===== config.mk =====
export PLATFORM = sky130hd
export DESIGN_NAME = pingpong_ctrl
export DESIGN_NICKNAME = d
export VERILOG_FILES = /design/src/rtl/pingpong_ctrl_pkg.sv /design/src/rtl/mod_counter.sv /design/src/rtl/pingpong_ctrl.sv
export SDC_FILE = /design/constraint.sdc
export NUM_CORES = 1
export LEC_CHECK = 0
export ABC_CLOCK_PERIOD_IN_PS = 1350
export BUFFER_PORTS_ARGS = -buffer_cell sky130_fd_sc_hd__clkbuf_2
export CAP_MARGIN = 20
export CORE_MARGIN = 4
export CORE_UTILIZATION = 47
export DETAILED_ROUTE_END_ITERATION = 10
export GPL_ROUTABILITY_DRIVEN = 1
export PLACE_DENSITY = 0.75
export SLEW_MARGIN = 30
export SYNTH_ARGS = -nofsm -noshare
export SYNTH_HDL_FRONTEND = slang
export SYNTH_SLANG_ARGS = --single-unit

===== constraint.sdc =====
create_clock -name clk -period 1.35 [get_ports clk]
set_input_delay 0.0675 -clock clk [delete_from_list [all_inputs] [get_ports clk]]
set_output_delay 0.0675 -clock clk [all_outputs]
set_load 0.02 [all_outputs]

===== src/rtl/pingpong_ctrl_pkg.sv =====
// Shared definitions for the ping-pong bank-swap controller.
package pingpong_ctrl_pkg;

  // Write bank: filling, or holding a complete map that waits for a swap.
  typedef enum logic {WR_FILL = 1'b0, WR_FULL = 1'b1} wr_state_t;

  // Read bank: nothing left to read, or holding an unread/partly read map.
  typedef enum logic {RD_EMPTY = 1'b0, RD_VALID = 1'b1} rd_state_t;

  // Bits needed to index v entries (at least 1).
  function automatic int clog2(input int v);
    int r;
    r = 0;
    for (int x = v - 1; x > 0; x = x >> 1) r++;
    return (r == 0) ? 1 : r;
  endfunction

endpackage


===== src/rtl/mod_counter.sv =====
// Modulo-DEPTH address counter with a synchronous clear and a wrap pulse.
module mod_counter
  import pingpong_ctrl_pkg::*;
#(
  parameter int DEPTH      = 16,
  parameter int ADDR_WIDTH = 4
) (
  input  logic                  clk,
  input  logic                  reset,
  input  logic                  i_en,
  input  logic                  i_clr,
  output logic [ADDR_WIDTH-1:0] o_count,
  output logic                  o_wrap
);

  logic [ADDR_WIDTH-1:0] r_count;
  logic                  w_at_max;

  assign w_at_max = (r_count == ADDR_WIDTH'(DEPTH - 1));
  assign o_wrap   = i_en & w_at_max;
  assign o_count  = r_count;

  // Count enabled events, wrapping to 0 after DEPTH-1 so the index stays in range.
  always_ff @(posedge clk or posedge reset) begin
    if (reset)       r_count <= '0;
    else if (i_clr)  r_count <= '0;
    else if (i_en)   r_count <= w_at_max ? '0 : r_count + 1'b1;
  end

endmodule


===== src/rtl/pingpong_ctrl.sv =====
// Ping-pong bank-swap controller: write strobes for the fill bank, paced reads
// from the drain bank, and an ifm_sel toggle once both sides are done.
module pingpong_ctrl
  import pingpong_ctrl_pkg::*;
#(
  parameter int DEPTH      = 16,
  parameter int ADDR_WIDTH = 4
) (
  input  logic                  clk,
  input  logic                  reset,
  input  logic                  prod_valid,
  output logic                  prod_ready,
  output logic                  wr_en,
  output logic [ADDR_WIDTH-1:0] wr_addr,
  output logic                  ifm_sel,
  output logic                  rd_bank_valid,
  input  logic                  cons_req,
  output logic                  rd_en,
  output logic [ADDR_WIDTH-1:0] rd_addr,
  output logic                  rd_last,
  output logic                  rd_data_valid,
  output logic                  swap_pulse
);

  if (DEPTH < 2) begin : g_bad_depth
    $error("pingpong_ctrl: DEPTH must be >= 2");
  end
  if (clog2(DEPTH) > ADDR_WIDTH) begin : g_bad_aw
    $error("pingpong_ctrl: ADDR_WIDTH too narrow for DEPTH");
  end

  wr_state_t r_wr_state;
  rd_state_t r_rd_state;
  logic      r_ifm_sel;
  logic      r_rd_data_valid;
  logic      r_swap_pulse;

  logic      w_wr_full;
  logic      w_rd_valid;
  logic      w_wr_wrap;
  logic      w_rd_wrap;
  logic      w_swap;

  assign w_wr_full  = (r_wr_state == WR_FULL);
  assign w_rd_valid = (r_rd_state == RD_VALID);

  assign prod_ready = !w_wr_full;
  assign wr_en      = prod_valid & prod_ready;
  assign rd_en      = cons_req & w_rd_valid;
  assign rd_last    = w_rd_wrap;

  // Swap once the fill bank is complete and the drain bank is empty or finishing
  // its last read this cycle (that read still captures under the old ifm_sel).
  assign w_swap = w_wr_full & (!w_rd_valid | w_rd_wrap);

  assign ifm_sel       = r_ifm_sel;
  assign rd_bank_valid = w_rd_valid;
  assign rd_data_valid = r_rd_data_valid;
  assign swap_pulse    = r_swap_pulse;

  mod_counter #(.DEPTH(DEPTH), .ADDR_WIDTH(ADDR_WIDTH)) u_wr_cnt (
    .clk     (clk),
    .reset   (reset),
    .i_en    (wr_en),
    .i_clr   (1'b0),
    .o_count (wr_addr),
    .o_wrap  (w_wr_wrap)
  );

  mod_counter #(.DEPTH(DEPTH), .ADDR_WIDTH(ADDR_WIDTH)) u_rd_cnt (
    .clk     (clk),
    .reset   (reset),
    .i_en    (rd_en),
    .i_clr   (w_swap),
    .o_count (rd_addr),
    .o_wrap  (w_rd_wrap)
  );

  // Bank state machines plus registered bank select, swap pulse and read-data valid.
  always_ff @(posedge clk or posedge reset) begin
    if (reset) begin
      r_wr_state      <= WR_FILL;
      r_rd_state      <= RD_EMPTY;
      r_ifm_sel       <= 1'b0;
      r_rd_data_valid <= 1'b0;
      r_swap_pulse    <= 1'b0;
    end else begin
      r_rd_data_valid <= rd_en;
      r_swap_pulse    <= w_swap;
      if (w_swap) r_ifm_sel <= ~r_ifm_sel;

      case (r_wr_state)
        WR_FILL: if (w_wr_wrap) r_wr_state <= WR_FULL;
        WR_FULL: if (w_swap)    r_wr_state <= WR_FILL;
        default:                r_wr_state <= WR_FILL;
      endcase

      case (r_rd_state)
        RD_EMPTY: if (w_swap)  r_rd_state <= RD_VALID;
        RD_VALID: if (!w_swap && w_rd_wrap) r_rd_state <= RD_EMPTY;
        default:               r_rd_state <= RD_EMPTY;
      endcase
    end
  end

endmodule


==> metrics.md, run 1 <==
| Metric | Value |
|---|---|
| Max-slew violations | `0` |
| Area Growth Syn to Fin | `29.9%` |
| Setup-failing EPs final | `0` |
| Post-synth ARST share | `1.00` |
| Xor/xnor share of the synthesized area | `0.0424` |
| Combinational family with the most area after synthesis | `simple AND/OR/NAND/NOR gates` |
| Place WS | `0.102 ns` |
| Period utilization | `0.939` |
| Measured slew at the worst slew-check pin | `0.474 ns` |
| Skew-Pair Late Insertion Delay | `0.27 ns` |
| Die Y-Extent | `44.3 um` |
| Crit path kind | `reg2out` |
| Leak | `a little over 0.4 nW` |
| Setup_tns | `0 ns` |
| Post-route insts no fill | `between 100 and 150` |
| Worst R2R Path Depth | `4` |
| WHS | `0.170 ns` |
| DRC errors left | `0` |
| Vias in the first global route | `roughly 500` |
| Crit path launch type | `flip-flop` |
| Clock buffer count from CTS | `3` |
| Largest net degree at the start of global routing | `14` |
| Syn_area_per_cell | `10.2 sq um` |
| Top FF cell, synth | `dfrtp_1` |
| Setup crit start | `u_rd_cnt.o_count[0]$_DFFE_PP0P_` |
| Grt ovf | `0` |
| Clk slew on worst S/H paths | `0.07 ns` |
| Most frequent cell after synthesis | `dfrtp_1` |
| Via-per-instance ratio | `about 5.3` |
| Core box area | `0.00117 sq mm` |
| Status | `finished, final reports clean` |
| H-tree Lvls | `1` |
| Iteration-0 DRC Markers | `6` |
| Placer Congestion | `roughly 0.86` |
| CTS root buf | `clkbuf_4` |
| Min cycle time layout | `between 1 and 1.5 ns` |
| Max Cap Violations | `0` |
| CTS sink cnt | `13` |
| Post-DP Area | `747 sq um` |
| Multiplexer share of the synthesized area | `0` |
| Crit-path max FO | `4` |
| Peak VDD IR | `0.00111 V` |
| Setup Skew | `about 0.00044 ns` |
| Adder-cell share of the synthesized area | `0.0404` |
| Dpl hpwl | `926 um` |
| I/O pin count | `20` |
| Worst path required time | `1.28 ns` |
| Commonest cells in the netlist | `dfrtp_1 (13), nand2_1 (10), inv_1 (5)` |
| Synth top area share | `0.525` |
| Initial antenna violation count | `0` |
| Post-Synthesis Cell Area | `619 sq um` |
| Fin worst setup slack | `0.0820 ns` |
| Die Wd | `44.3 um` |
| Cell Rows | `12` |
| PD cells | `2330 mW/mm^2` |
| Synth warn | `0` |
| DRT Wirelength | `around 1.2 mm` |
| Overall power | `1.87 mW` |
| #FFs+latches synth | `13` |
| Hold path depth | `3` |
| # diodes | `0` |
| Fmax | `0.789 GHz` |
| Number of enable flip-flop cells after synthesis | `0` |
| Synth top area cells | `dfrtp_1 (53%), nand2_1 (6.1%), ha_1 (4.0%), a21oi_1 (3.2%), inv_1 (3.0%)` |
| CP Data Arrival Time | `1.20 ns` |
| Rel. slew slack | `0.684` |
| RR Startpoint | `u_rd_cnt.o_count[0]$_DFFE_PP0P_` |
| Final count of hold timing violations | `0` |
| Design area | `between 800 and 900 sq um` |
| Largest area contributor in the netlist | `dfrtp_1` |
| Worst hold path class | `in2reg` |
| Internal reg-to-reg setup slack | `0.17 ns` |
| FF-to-FF End | `u_rd_cnt.o_count[0]$_DFFE_PP0P_` |
| Syn Nets | `67` |
| First-pass GRT wire length | `2.12 mm` |
| # port buffers | `19` |
| Simple-Gate Fraction of Synth Area | `0.200` |
| Syn Inst Count | `61` |
| First-pass DRT Iterations | `4` |
| RSZ-0062 raised after global routing | `false` |
| CTS tree | `yes` |
| Endpoint class of the critical path | `output port` |
| Worst setup path end | `rd_last` |
| Compound-Gate Fraction of Synth Area | `0.149` |
| Vias | `531` |
| Seq/Total Area, Yosys | `0.525` |
| Post-CTS Setup Repair Bufs | `0` |
| WL/cell | `12.3 um` |
| # nets final | `94` |
| Distinct cells, synth | `25` |
| CTS max path bufs | `2` |
| Layout cell share with drive strength beyond 1 | `0.379` |
| Initial core utilization | `0.529` |
| Die Area | `0.00196 sq mm` |
| Post-route ant nets | `0` |
| Dpl cells | `96` |
| Final core utilization | `0.687` |
| Total GRT Usage | `0.146` |
## worst min-delay path by stage
stage                     startpoint                       to  slack (ns)
after floorplan                reset      ifm_sel$_DFFE_PP0P_       -0.06
after detailed placement       reset      ifm_sel$_DFFE_PP0P_        0.10
after global placement         reset      ifm_sel$_DFFE_PP0P_        0.09
after CTS                   cons_req  rd_data_valid$_DFF_PP0_        0.15
final                       cons_req     swap_pulse$_DFF_PP0_        0.17
after global routing        cons_req     swap_pulse$_DFF_PP0_        0.19
## repair_timing
| action | CTS | global route |
|---|---|---|
| hold buffers | 1 | 0 |
| gates resized for setup | 1 | 6 |
| endpoints found under the setup margin | 1 | 3 |
| hold endpoints to repair | 13 | 0 |
## report_power, final
group / switching, mW / internal (mW) / leakage, nW
clock: 0.118 / 0.115 / 0.0150
sequential: 0.194 / 0.545 / 0.155
combinational: 0.526 / 0.374 / 0.235
## critical path: stages, from the launching register on
cell     delay, ns
dfrtp_1       0.40
ha_4          0.18
nand3_2       0.09
nor2_1        0.10
buf_4         0.15
## logic make-up after synthesis
logic type / Yosys count
compound gates: 14
xor+xnor: 3
fa+ha+maj: 2
buf+inv: 6
flops: 13
simple gates: 23
## flip-flops by register name (all words and copies together) (netlist names)
name and flops:
u_rd_cnt.o_count 4, rd_bank_valid 1, u_wr_cnt.o_count 4, rd_data_valid 1
ifm_sel 1, swap_pulse 1, r_wr_state 1
## layout by cell type (no fill, tap or decap)
| cell type | netlist | final |
|---|---|---|
| clkbuf_2 | 0 | 18 |
| dfrtp_1 | 13 | 12 |
| nand2_1 | 10 | 10 |
| inv_1 | 5 | 4 |
| a21oi_1 | 4 | 4 |
| buf_4 | 1 | 4 |
| clkbuf_4 | 0 | 3 |
| o31ai_1 | 2 | 2 |
| o21ai_0 | 2 | 2 |
| nand3_1 | 3 | 2 |
| nor2_1 | 2 | 2 |
| xnor2_1 | 2 | 2 |
| and2b_2 | 2 | 2 |
| nand2b_1 | 1 | 1 |
| inv_2 | 0 | 1 |
| nand4_1 | 1 | 1 |
| o221ai_1 | 1 | 1 |
| nand4_2 | 1 | 1 |
| a21oi_2 | 1 | 1 |
| xor2_1 | 1 | 1 |
| nor3b_1 | 1 | 1 |
| a21o_1 | 1 | 1 |
| nand3_2 | 0 | 1 |
| o22ai_1 | 1 | 1 |
| or3b_1 | 1 | 1 |
| nor3_1 | 1 | 1 |
| a211oi_1 | 1 | 1 |
| a22o_1 | 1 | 1 |
| ha_4 | 0 | 1 |
| ha_1 | 2 | 1 |
| clkbuf_1 | 0 | 1 |
| dlygate4sd3_1 | 0 | 1 |
| dfrtp_2 | 0 | 1 |
## layout make-up
| type | instances | area (sq um) |
|---|---|---|
| fill | 95 | 367 |
| multi-input combinational | 42 | 285 |
| tap | 14 | 17.5 |
| sequential | 13 | 327 |
| clock buffer | 4 | 26.3 |
| timing repair buffer | 23 | 130 |
| inverter | 5 | 18.8 |
## layer usage
metal | vias to the layer above | part of all wire | wire (um) | GRT usage
li1 | 263 | - | - | -
met1 | 248 | 0.48 | 595 | 0.191
met2 | 16 | 0.45 | 553 | 0.221
met3 | 4 | 0.062 | 77 | 0.0610
met4 | 0 | 0.011 | 14 | 0.0361
met5 | - | 0 | 0 | 0
Power figures use the tool's default switching activity.
==> run 2, diff against run 1 <==
Settings changed: ABC_CLOCK_PERIOD_IN_PS 1350 to 1190, PLACE_DENSITY 0.75 to 0.74.
Clock period 1.35 ns to 1.19 ns, I/O delays scaled along.
==> metrics.md, run 2 (synthesis gave the netlist of run 1 again) <==
| Metric | Value |
|---|---|
| Setup crit start | `u_rd_cnt.o_count[1]$_DFFE_PP0P_` |
| Total GRT Usage | `0.168 (+0.0219)` |
| Worst hold start | `prod_valid` |
| WHS | `0.165 ns (-0.00529 ns)` |
| Rel. slew slack | `0.678 (-0.00559)` |
| Dpl hpwl | `1.03 mm (+11%)` |
| Crit-path max FO | `3 (-1)` |
| # nets final | `101 (+7.4%)` |
| Cell Rows | `12 (unchanged)` |
| Fmax | `0.815 GHz` |
| CTS max path bufs | `2 (unchanged)` |
| WL/cell | `15.2 um (+24%)` |
| Clock buffer count from CTS | `3 (unchanged)` |
| FF-to-FF End | `ifm_sel$_DFFE_PP0P_` |
| Iteration-0 DRC Markers | `12 (+6)` |
| Die Y-Extent | `44.3 um (unchanged)` |
| Max Cap Violations | `0 (unchanged)` |
| Fin worst setup slack | `-0.0372 ns (-0.119 ns)` |
| Max-slew violations | `0 (unchanged)` |
| Final core utilization | `0.779 (+0.0919)` |
| Peak VDD IR | `0.00168 V (+52%)` |
| Final count of hold timing violations | `0 (unchanged)` |
| CP Data Arrival Time | `1.17 ns (-0.03 ns)` |
| Measured slew at the worst slew-check pin | `0.482 ns (+0.00837 ns)` |
| Layout cell share with drive strength beyond 1 | `0.574 (+0.195)` |
| Via-per-instance ratio | `5.26 (about the same)` |
| Setup Skew | `0.00273 ns (+0.00229 ns)` |
| CTS sink cnt | `13 (unchanged)` |
| Worst setup path end | `rd_last` |
| Crit path launch type | `flip-flop` |
| Post-DP Area | `777 sq um (+4.0%)` |
| Period utilization | `1.03` |
| Dpl cells | `97 (+1.0%)` |
| Most frequent cells in the layout | `clkbuf_2 (17), buf_4 (11), nand2_1 (8)` |
| RSZ-0062 raised after global routing | `true` |
| Critical Path Stages | `4 (unchanged)` |
| Post-route ant nets | `0 (unchanged)` |
| Leak | `0.440 nW (+8.5%)` |
| H-tree Lvls | `1 (unchanged)` |
| RR Startpoint | `u_rd_cnt.o_count[1]$_DFFE_PP0P_` |
| Crit path max-delay cell type | `dfrtp_2` |
| PD cells | `2620 mW/mm^2 (+13%)` |
| Area Growth Syn to Fin | `47.3%` |
| DRT Wirelength | `1.65 mm (+33%)` |
| Setup-failing EPs final | `2 (+2)` |
| Worst path cell trace | `ha_4 > nand3_4 > nor2_4 > buf_6` |
| Fillers | `73 (-23%)` |
| Clk slew on worst S/H paths | `0.08 ns (about the same)` |
| DRC errors left | `0 (unchanged)` |
| Overall power | `2.39 mW (+28%)` |
| First-pass GRT wire length | `2.40 mm (+13%)` |
| # diodes | `0 (unchanged)` |
| Die Wd | `44.3 um (unchanged)` |
| Buffer and inverter count on the worst path | `1 (unchanged)` |
| Placer Congestion | `0.800 (-7.4%)` |
| Crit path kind | `reg2out` |
| Family with the most delay on the worst path | `flip-flops` |
| Internal reg-to-reg setup slack | `-0.02 ns (-0.19 ns)` |
| Vias | `568 (+7.0%)` |
| Design area | `912 sq um (+13%)` |
| Worst path required time | `1.13 ns (-0.15 ns)` |
| CTS root buf | `clkbuf_4` |
| CTS tree | `yes` |
| First-pass DRT Iterations | `4 (unchanged)` |
| Status | `finished, violations left` |
| Core box area | `0.00117 sq mm (unchanged)` |
| Post-route insts no fill | `108 (+6.9%)` |
| Commonest non-fill, non-tap cell in the layout | `clkbuf_2` |
| Sequential cell area | `333 sq um (+1.9%)` |
| CP peak stage delay | `0.40 ns (about the same)` |
| Grt ovf | `0 (unchanged)` |
| Endpoint class of the critical path | `output port` |
| Worst R2R Path Depth | `5 (+1)` |
| Skew-Pair Late Insertion Delay | `0.27 ns (about the same)` |
| Failing checks | `setup timing` |
| Vias in the first global route | `528 (+3.5%)` |
| Largest net degree at the start of global routing | `14 (unchanged)` |
| Initial antenna violation count | `0 (unchanged)` |
| Worst hold path class | `in2reg` |
| # port buffers | `19 (unchanged)` |
| I/O pin count | `20 (unchanged)` |
| Initial core utilization | `0.529 (unchanged)` |
| Die Area | `0.00196 sq mm (unchanged)` |
| Area occupied by multi-input gates | `327 sq um (+14%)` |
| Min cycle time layout | `1.23 ns` |
[run 2: repair_timing]
item                                   in CTS  in global routing
endpoints found under the hold margin      13                  0
hold buffers                                1                  0
gates resized for setup                     6                 14
setup buffers                               2                  4
setup endpoints to repair                   3                 11
pin swaps                                   1                  5
[run 2: area by class of cell]
class / count / area share
well taps: 14 / 0.0192
multi-input cells: 42 / 0.358
flip-flops and latches: 13 / 0.365
clock buffers: 3 / 0.0247
inverters: 5 / 0.0206
repair buffers: 30 / 0.207
clock inverters: 1 / 0.00549
[run 2: worst min-delay path by stage]
stage	cells past startpoint	to	slack [ns]
after detailed placement	2	swap_pulse$_DFF_PP0_	0.08
after global routing	5	u_wr_cnt.o_count[1]$_DFFE_PP0N_	0.17
final	5	u_wr_cnt.o_count[1]$_DFFE_PP0N_	0.17
after floorplan	1	ifm_sel$_DFFE_PP0P_	-0.06
after global placement	2	u_wr_cnt.o_count[2]$_DFFE_PP0N_	0.08
after CTS	3	r_wr_state$_DFF_PP0_	0.10
[run 2: routing by layer]
layer / global-route usage / wire [um] / vias up / share of wire
li1: - / - / 279 / -
met1: 0.215 / 697 / 269 / 0.42
met2: 0.285 / 842 / 20 / 0.51
met3: 0.0407 / 105 / 0 / 0.064
met4: 0.0361 / 0 / 0 / 0
met5: 0 / 0 / - / 0
[run 2: report_power, final]
| group | switching (mW) | internal [mW] |
|---|---|---|
| logic | 0.707 | 0.543 |
| clock network | 0.150 | 0.124 |
| registers | 0.235 | 0.634 |
[run 2: through the flow]
step | setup slack [ns] | setup TNS, ns
2_1_floorplan | -0.00615 | -0.00615
3_3_place_gp | 0.0619 | 0
3_5_place_dp | 0.0368 | 0
4_1_cts | -0.0388 | -0.0388
5_1_grt | -0.0882 | -0.274
6_report | -0.0372 | -0.0552
[run 2: worst reg2reg max path, delay by kind of cell (launching register included)]
| family | cells | cell delay (ns) |
|---|---|---|
| DFF | 1 | 0.40 |
| AOI/OAI and AO/OA | 1 | 0.18 |
| adders and majority gates | 1 | 0.16 |
| xor gates and xnor gates | 1 | 0.16 |
| buffers and inverters | 1 | 0.12 |
| and+or+nand+nor | 1 | 0.12 |
